`config.mk`:
```
export PLATFORM = sky130hd
export DESIGN_NAME = if_id_pipe_reg
export DESIGN_NICKNAME = d
export VERILOG_FILES = /design/src/rtl/riscv_pkg.sv /design/src/rtl/pipe_slot.sv /design/src/rtl/if_id_pipe_reg.sv
export SDC_FILE = /design/constraint.sdc
export NUM_CORES = 1
export LEC_CHECK = 0
export CAP_MARGIN = 20
export CORE_AREA = 2 2 139 141
export CTS_BUF_LIST = sky130_fd_sc_hd__clkbuf_16
export DETAILED_ROUTE_END_ITERATION = 8
export DIE_AREA = 0 0 141 143
export PLACE_DENSITY = 0.91
export SLEW_MARGIN = 20
export SYNTH_ARGS = -nofsm -noshare
export SYNTH_HDL_FRONTEND = slang
export SYNTH_HIERARCHICAL = 1
export SYNTH_SLANG_ARGS = --single-unit
export TNS_END_PERCENT = 10
```
`constraint.sdc`:
```
create_clock -name clk -period 2.6 [get_ports clk]
set_input_delay 0.52 -clock clk [delete_from_list [all_inputs] [get_ports clk]]
set_output_delay 0.52 -clock clk [all_outputs]
set_load 0.05 [all_outputs]
```
`src/rtl/riscv_pkg.sv`:
```
// Shared RISC-V front-end definitions: default widths, NOP encoding and
// the IF/ID payload layout.
package riscv_pkg;
  localparam int          XLEN_DEFAULT = 32;
  localparam logic [31:0] NOP_INSN     = 32'h0000_0013;

  typedef struct packed {
    logic [XLEN_DEFAULT-1:0] instr;
    logic [XLEN_DEFAULT-1:0] pc;
    logic [XLEN_DEFAULT-1:0] pcplus4;
  } if_id_payload_t;

  typedef enum logic [1:0] {
    OCC_EMPTY = 2'd0,
    OCC_ONE   = 2'd1,
    OCC_TWO   = 2'd2
  } occ_state_t;
endpackage

```
`src/rtl/pipe_slot.sv`:
```
// One pipeline slot: a valid bit plus payload register.
// The payload is only written on load and keeps its last value when cleared.
module pipe_slot #(
  parameter int W = 96
) (
  input  logic         clk,
  input  logic         rst_n,
  input  logic         load,
  input  logic         clr,
  input  logic [W-1:0] d,
  output logic         valid,
  output logic [W-1:0] q
);
  logic         valid_d, valid_q;
  logic [W-1:0] data_d, data_q;

  always_comb begin
    valid_d = valid_q;
    data_d  = data_q;
    if (clr) begin
      valid_d = 1'b0;
    end else if (load) begin
      valid_d = 1'b1;
      data_d  = d;
    end
  end

  always_ff @(posedge clk or negedge rst_n) begin
    if (!rst_n) begin
      valid_q <= 1'b0;
      data_q  <= '0;
    end else begin
      valid_q <= valid_d;
      data_q  <= data_d;
    end
  end

  assign valid = valid_q;
  assign q     = data_q;
endmodule

```
`src/rtl/if_id_pipe_reg.sv`:
```
// Fetch->decode pipeline register with valid/ready handshake, flush-to-bubble
// and an optional two-entry skid buffer that makes in_ready a flop output.
module if_id_pipe_reg #(
  parameter int              XLEN     = riscv_pkg::XLEN_DEFAULT,
  parameter logic [XLEN-1:0] NOP_INSN = XLEN'(riscv_pkg::NOP_INSN),
  parameter bit              SKID     = 1'b1
) (
  input  logic            clk,
  input  logic            rst_n,
  input  logic            flush,
  input  logic            in_valid,
  output logic            in_ready,
  input  logic [XLEN-1:0] in_instr,
  input  logic [XLEN-1:0] in_pc,
  input  logic [XLEN-1:0] in_pcplus4,
  output logic            out_valid,
  input  logic            out_ready,
  output logic [XLEN-1:0] out_instr,
  output logic [XLEN-1:0] out_pc,
  output logic [XLEN-1:0] out_pcplus4
);
  import riscv_pkg::*;

  typedef struct packed {
    logic [XLEN-1:0] instr;
    logic [XLEN-1:0] pc;
    logic [XLEN-1:0] pcplus4;
  } payload_t;
  localparam int PW = $bits(payload_t);

  occ_state_t state_d, state_q;
  logic       in_xfer, out_xfer;
  logic       main_load, main_clr, main_valid;
  logic       skid_load, skid_clr, skid_valid;
  payload_t   in_pl, main_d, main_q, skid_q;

  assign in_pl    = '{instr: in_instr, pc: in_pc, pcplus4: in_pcplus4};
  assign in_xfer  = in_valid & in_ready;
  assign out_xfer = main_valid & out_ready;

  always_comb begin
    state_d   = state_q;
    main_load = 1'b0;
    main_clr  = 1'b0;
    skid_load = 1'b0;
    skid_clr  = 1'b0;
    main_d    = in_pl;
    if (flush) begin
      // decode's handshake this cycle still completes; everything else is dropped
      state_d  = OCC_EMPTY;
      main_clr = 1'b1;
      skid_clr = 1'b1;
    end else begin
      case (state_q)
        OCC_EMPTY: if (in_xfer) begin
          main_load = 1'b1;
          state_d   = OCC_ONE;
        end
        OCC_ONE: begin
          if (in_xfer && out_xfer) begin
            main_load = 1'b1;
          end else if (in_xfer && SKID) begin
            skid_load = 1'b1;
            state_d   = OCC_TWO;
          end else if (out_xfer) begin
            main_clr = 1'b1;
            state_d  = OCC_EMPTY;
          end
        end
        OCC_TWO: if (out_xfer && skid_valid) begin
          main_load = 1'b1;
          main_d    = skid_q;
          skid_clr  = 1'b1;
          state_d   = OCC_ONE;
        end
        default: state_d = OCC_EMPTY;
      endcase
    end
  end

  always_ff @(posedge clk or negedge rst_n) begin
    if (!rst_n) state_q <= OCC_EMPTY;
    else        state_q <= state_d;
  end

  pipe_slot #(.W(PW)) u_main (
    .clk(clk), .rst_n(rst_n), .load(main_load), .clr(main_clr),
    .d(main_d), .valid(main_valid), .q(main_q)
  );

  generate
    if (SKID) begin : g_skid
      logic in_ready_d, in_ready_q;

      pipe_slot #(.W(PW)) u_skid (
        .clk(clk), .rst_n(rst_n), .load(skid_load), .clr(skid_clr),
        .d(in_pl), .valid(skid_valid), .q(skid_q)
      );

      always_comb in_ready_d = (state_d != OCC_TWO);

      always_ff @(posedge clk or negedge rst_n) begin
        if (!rst_n) in_ready_q <= 1'b1;
        else        in_ready_q <= in_ready_d;
      end
      assign in_ready = in_ready_q;
    end else begin : g_noskid
      assign skid_valid = 1'b0;
      assign skid_q     = '0;
      assign in_ready   = ~main_valid | out_ready;
    end
  endgenerate

  assign out_valid   = main_valid;
  assign out_instr   = main_valid ? main_q.instr : NOP_INSN;
  assign out_pc      = main_q.pc;
  assign out_pcplus4 = main_q.pcplus4;
endmodule

```
# == Yosys cells after proc, flatten, opt, wreduce, memory -nomap -nowiden ==
# Index checks and enable logic that the tools add are counted.
# W data, S select, Z words.
# totals
regBits,197
output_inout_bits,98
# op_classes
n_eq_ne,3
n_mux,30
n_bitwise,4
reduce_logical,7
# ops
op,n
$mux W96,3
$mux W32,1
$mux W1,18
$mux W2,6
$pmux W2 S3,1
$reduce_and A2 Y1,2
$reduce_bool A2 Y1,2
$pmux W1 S3,1
$and A1 B1 Y1,2
$eq A2 B1 Y1 const B,1
$eq A2 B2 Y1 const B,1
$logic_and A1 B1 Y1,2
$logic_not A2 Y1,1
$ne A2 B2 Y1 const B,1
$not A1 Y1,2

# == Logic depth before layout (Yosys ltp) ==
# depth
ltp_word,8
mapped_depth,9
mapped_depth_nobuf,5

# == Hierarchy ==
# Netlist, hierarchy kept.
# modules_own_cells
mod,n_inst,cells_each,area_each_um2
pipe_slot,2,207,3811.2
if_id_pipe_reg,1,166,1780.5

# == Least setup slack after synthesis ==
# Ideal clock, no wire load.
# synth_timing
kind,reg2reg
start,register u_main.valid_q (netlist: u_main/valid)
end,register u_main.data_q[52] (netlist: u_main/q[52])
setup_time_ns,0.125
arrival_time_ns,2.319
t_required_ns,2.475
path_slack_ns,0.156
stages_incl_launch_ff,10
path_buffers,4
synth_period_minus_slack_ns,2.444
path_cell_list,dfrtp_1 buf_4 nand2_1 or4_1 nand2_1 nor2b_4 buf_6 buf_8 buf_12 mux2_4
# synth_rtl
item,line,text
start: declaration,pipe_slot.sv:14,"logic valid_d, valid_q;"
start signal: assignment,pipe_slot.sv:33,valid_q <= valid_d;
$and A1 B1 Y1 (*),if_id_pipe_reg.sv:39,assign out_xfer = main_valid & out_ready;
"$logic_and A1 B1 Y1, on equally long branches","if_id_pipe_reg.sv:70, if_id_pipe_reg.sv:60",
"$mux W1, on equally long branches","if_id_pipe_reg.sv:70, if_id_pipe_reg.sv:60",
$pmux W1 S3 (*),if_id_pipe_reg.sv:54,case (state_q)
$mux W1 (*),if_id_pipe_reg.sv:48,if (flush) begin
net main_load,if_id_pipe_reg.sv:33,"logic main_load, main_clr, main_valid;"
$reduce_and A2 Y1 (no source line) (*),--,
end signal: assignment,pipe_slot.sv:34,data_q <= data_d;
end: declaration,pipe_slot.sv:15,"logic [W-1:0] data_d, data_q;"
# The timed path passes the listed nets; every way through them passes the cells marked *.
# A chain may end at the register's enable or synchronous reset.

# == Worst setup path in the final report ==
# layout_timing
start,register u_main.valid_q (netlist: u_main/valid)
end,output out_instr[0]
# layout_between
elab_chain_len,1
# layout_rtl
item,line,text
$mux W32,if_id_pipe_reg.sv:115,assign out_instr = main_valid ? main_q.instr : NOP_INSN;
end: declaration,if_id_pipe_reg.sv:18,"output logic [XLEN-1:0] out_instr,"
# No other way between the ends.

==> run summary <==
The count of unique library cells instantiated by Yosys came out at 29. The final route contains ~5,500 vias. The via count of the first global-routing pass came to just over 6,000.

The fill cell instance count of the final layout is between 1,000 and 1,500. In the post-synthesis netlist, the biggest area contributors are sky130_fd_sc_hd__dfrtp_1, sky130_fd_sc_hd__mux2_2, sky130_fd_sc_hd__mux2_4. The deepest level of the CTS H-tree came out at 4. The number of buffers inserted during clock tree synthesis is 17. The overall die area is between 0.02 and 0.025 sq mm. The initial antenna violation count came out at 0.

The final critical path takes up between 90% and 100% of the cycle. The floorplan step set the die height to between 100 and 150 um. The area share of fa/ha/maj cells after synthesis came out at 0%.

The setup violation total in the final timing report came out at 0. The first detailed-routing pass ran for 4 iterations. The final routed DRC violation total is 0. The required time of the worst setup path came out at approximately 2.1 ns. The insertion delay of the later-clocked pin in the worst-skew pair is approximately 0.43 ns. The placed instances occupy a cell area of roughly 0.012 sq mm. The part of the total power dissipated in combinational logic is between 30% and 40%. The cell count after synthesis is 580. The total leakage power came out at approximately 5.6 nW. The main combinational cell family by area after synthesis is multiplexers.

The number of vias per cell came out at ~5.2. The per-instance average area after synthesis came out at ~16 sq um. The net switching power came out at about 0.0043 W. The post-route netlist has 48.70% of its cells at a drive strength greater than 1.

The total global routing track utilization came out at ~20%. The antenna diode count is 0. The number of enable flip-flop cells after synthesis came out at 0.

The buffer levels on the longest clock path came out at 2. In the synthesized netlist, mux cells make up slightly below 40% of the area. The fraction of power spent switching nets came out at 34.88%. The remaining global-route overflow is 0. The sum of routed wire length over all layers came out at 19,960 um.

Relative to the synthesized area, the layout overhead comes to 34.66%. The maximum vdd ir drop came out at 0.7026 mV. The top fanout value on the critical path is 6. The synthesized net count is just under 700. The share of total power in sequential cells came out at between 40 and 50%. Routability-driven placement finished with a final weighted congestion of roughly 0.76.

The width of the chip came out at around 140 um. The most used flip-flop cell after synthesis is sky130_fd_sc_hd__dfrtp_1. The wire-length estimate of the detail-placed layout is around 14,000 um. After floorplanning, the core was divided into 50 placement rows.

The number of warnings printed during yosys synthesis came out at 6. The synthesized netlist devotes under 10% of its cell area to simple gates. The share of power burned in the clock network came out at 21.8%. The number of buffers added to fix hold violations after cts is 0. The area fraction in compound gates after synthesis came out at less than 1%. Gates resized during post-CTS repair numbered 0.

The initial standard-cell utilization of the core is about half. The post-detailed-route count of antenna-violating nets is 0. Of all cell types, the one taking the most synthesized area is sky130_fd_sc_hd__dfrtp_1. Across the run, the number of max-cap violations was 0.

The hold violation count in the final report was 0. The number of buffers inserted by post-CTS setup repair came out at 0. The fmax is 415.4 MHz. The worst slew slack as a fraction of its limit is 61.04%. The first-iteration detailed-routing DRC count is approximately 140. The kind of critical path is flop to output pin. Once layout is done, the placed cells without fillers occupy about 0.013 sq mm. The pin count of the biggest net entering global routing came out at a little under 70. The first-pass GRT wire length came out at around 32,000 um. The post-layout worst setup margin came out at roughly 0.19 ns. Counting cells, the worst reg-to-reg path comes to 7. For this design the top-level I/O count stands at around 200. The data arrival time of the critical path came out at between 1.5 and 2 ns.

The power per cell area came out at approximately 970 mW/mm^2. The clock tree from TritonCTS is done. The number of register bits inferred by synthesis came out at between 150 and 200.

In the synthesized netlist the async set-or-reset flop fraction comes to 100.0%. The fraction of post-synthesis cell area in the top cell type by area came out at a little over half. The number of clock sinks seen by CTS is between 150 and 200. The final critical delay including setup and external delays came out at about 2.4 ns. The min-delay analysis places its worst path in the category input pin to asynchronous set/reset pin. The cell-internal power is 0.008012 W. The clock transition at the registers of the reported paths came out at roughly 0.070 ns. The routed length per placed instance came out at 19.14 um.

In the layout the commonest cells are sky130_fd_sc_hd__dfrtp_1, sky130_fd_sc_hd__mux2_2, sky130_fd_sc_hd__clkdlybuf4s50_1. Setup repair after global routing left no endpoint under its margin. STA classifies the critical path endpoint as an output pin. STA classifies the critical path startpoint as a flop. Buffers placed on the I/O ports in this run total ~200. The area of the mapped netlist is 0.009403 sq mm. The flow ran to the end, and the final reports show no timing, DRC or antenna violations. The core box area is between 0.015 and 0.02 sq mm. Leaving out fill and tap cells, the most frequent cell in the layout is sky130_fd_sc_hd__dfrtp_1. The maximum clock skew at final layout came out at 0.01135 ns.

The actual slew at the worst max-slew pin is 0.5826 ns. The register area share after synthesis came out at around 52%. The xor-xnor portion of the synthesized cell area is 0%. The cell sitting at the root of the clock tree is a sky130_fd_sc_hd__clkbuf_16. The number of slew-limit violations in the final report was 0.

The post-placement worst setup slack came out at -0.1100 ns. The number of nets in the finished design is 897.
-- flip-flops by register name, summed over array words and instances, names as in the netlist --
signal               flops
in_ready                 1
u_main/valid             1
g_skid.u_skid/valid      1
u_main/q                96
g_skid.u_skid/q         96
state_q                  2
-- cell type report --
cell class              instances  area [sq um]  area share (%)
multi-input cells             345          4070           32.14
clock inverters                15         171.4           1.354
clock buffers                  17         425.4           3.360
repair buffers                235          2771           21.89
well taps                     234         292.8           2.312
flip-flops and latches        197          4931           38.94
-- worst max-delay path, cell delays in order (launching register included) --
cell and delay, ns:
sky130_fd_sc_hd__dfrtp_1 0.39, sky130_fd_sc_hd__buf_4 0.18, sky130_fd_sc_hd__nand2b_1 0.08, sky130_fd_sc_hd__clkdlybuf4s50_1 0.80
-- cell families after synthesis --
| group | Yosys count |
|---|---|
| AO/OA/AOI/OAI | 5 |
| multiplexers | 288 |
| AND/OR/NAND/NOR | 52 |
| buffers and inverters | 38 |
| flip-flops | 197 |
-- power groups by stage --
stage                     clock network, W  logic, W  registers, W
after CTS                          0.00273   0.00469       0.00497
after floorplan                          0   0.00181       0.00612
after detailed placement                 0   0.00466       0.00500
after global routing               0.00287   0.00485       0.00512
after global placement                   0   0.00455       0.00490
final                              0.00268   0.00465       0.00498
-- worst paths after layout --
kind                               from      endpoint  slack (ns)
max                        u_main/valid  out_instr[0]        0.19
min                               rst_n  u_main/q[77]        0.09
max reg2reg                    in_ready  u_main/q[95]        0.43
min reg2reg                 u_main/q[5]   u_main/q[5]        0.51
max in group asynchronous         rst_n      in_ready        1.81
min in group clk            u_main/q[5]   u_main/q[5]        0.51
-- routing by layer --
metal  share of wire [%]  track usage [%]  vias up
met5                   0                0        -
met4                 1.3            5.789        0
met3                 5.8            5.701       21
met2                  50            34.92      154
li1                    -                -     2492
met1                  43            25.23     2783
-- cell usage after synthesis (all sizes together), types with 2 or more instances --
cell    count
and2       29
buf        34
clkbuf      4
dfrtp     196
mux2      288
nand2       3
nand3       2
nand3b      2
nand4       2
nor2        5
nor2b       3
or2b        2
-- per-stage QoR --
stage	hold WS [ns]	setup TNS (ns)	instances	util, %	power (W)
after CTS	0.1047	0	1043	68.15	0.01240
after global routing	0.1244	0	1043	68.15	0.01283
after floorplan	0.2244	0	580	-	0.007935
after detailed placement	0.4855	-4.701	1011	64.94	0.009660
final	0.09256	0	1043	68.15	0.01230
after global placement	0.4851	-7.136	1011	64.94	0.009452
(Power assumes the default switching activity.)
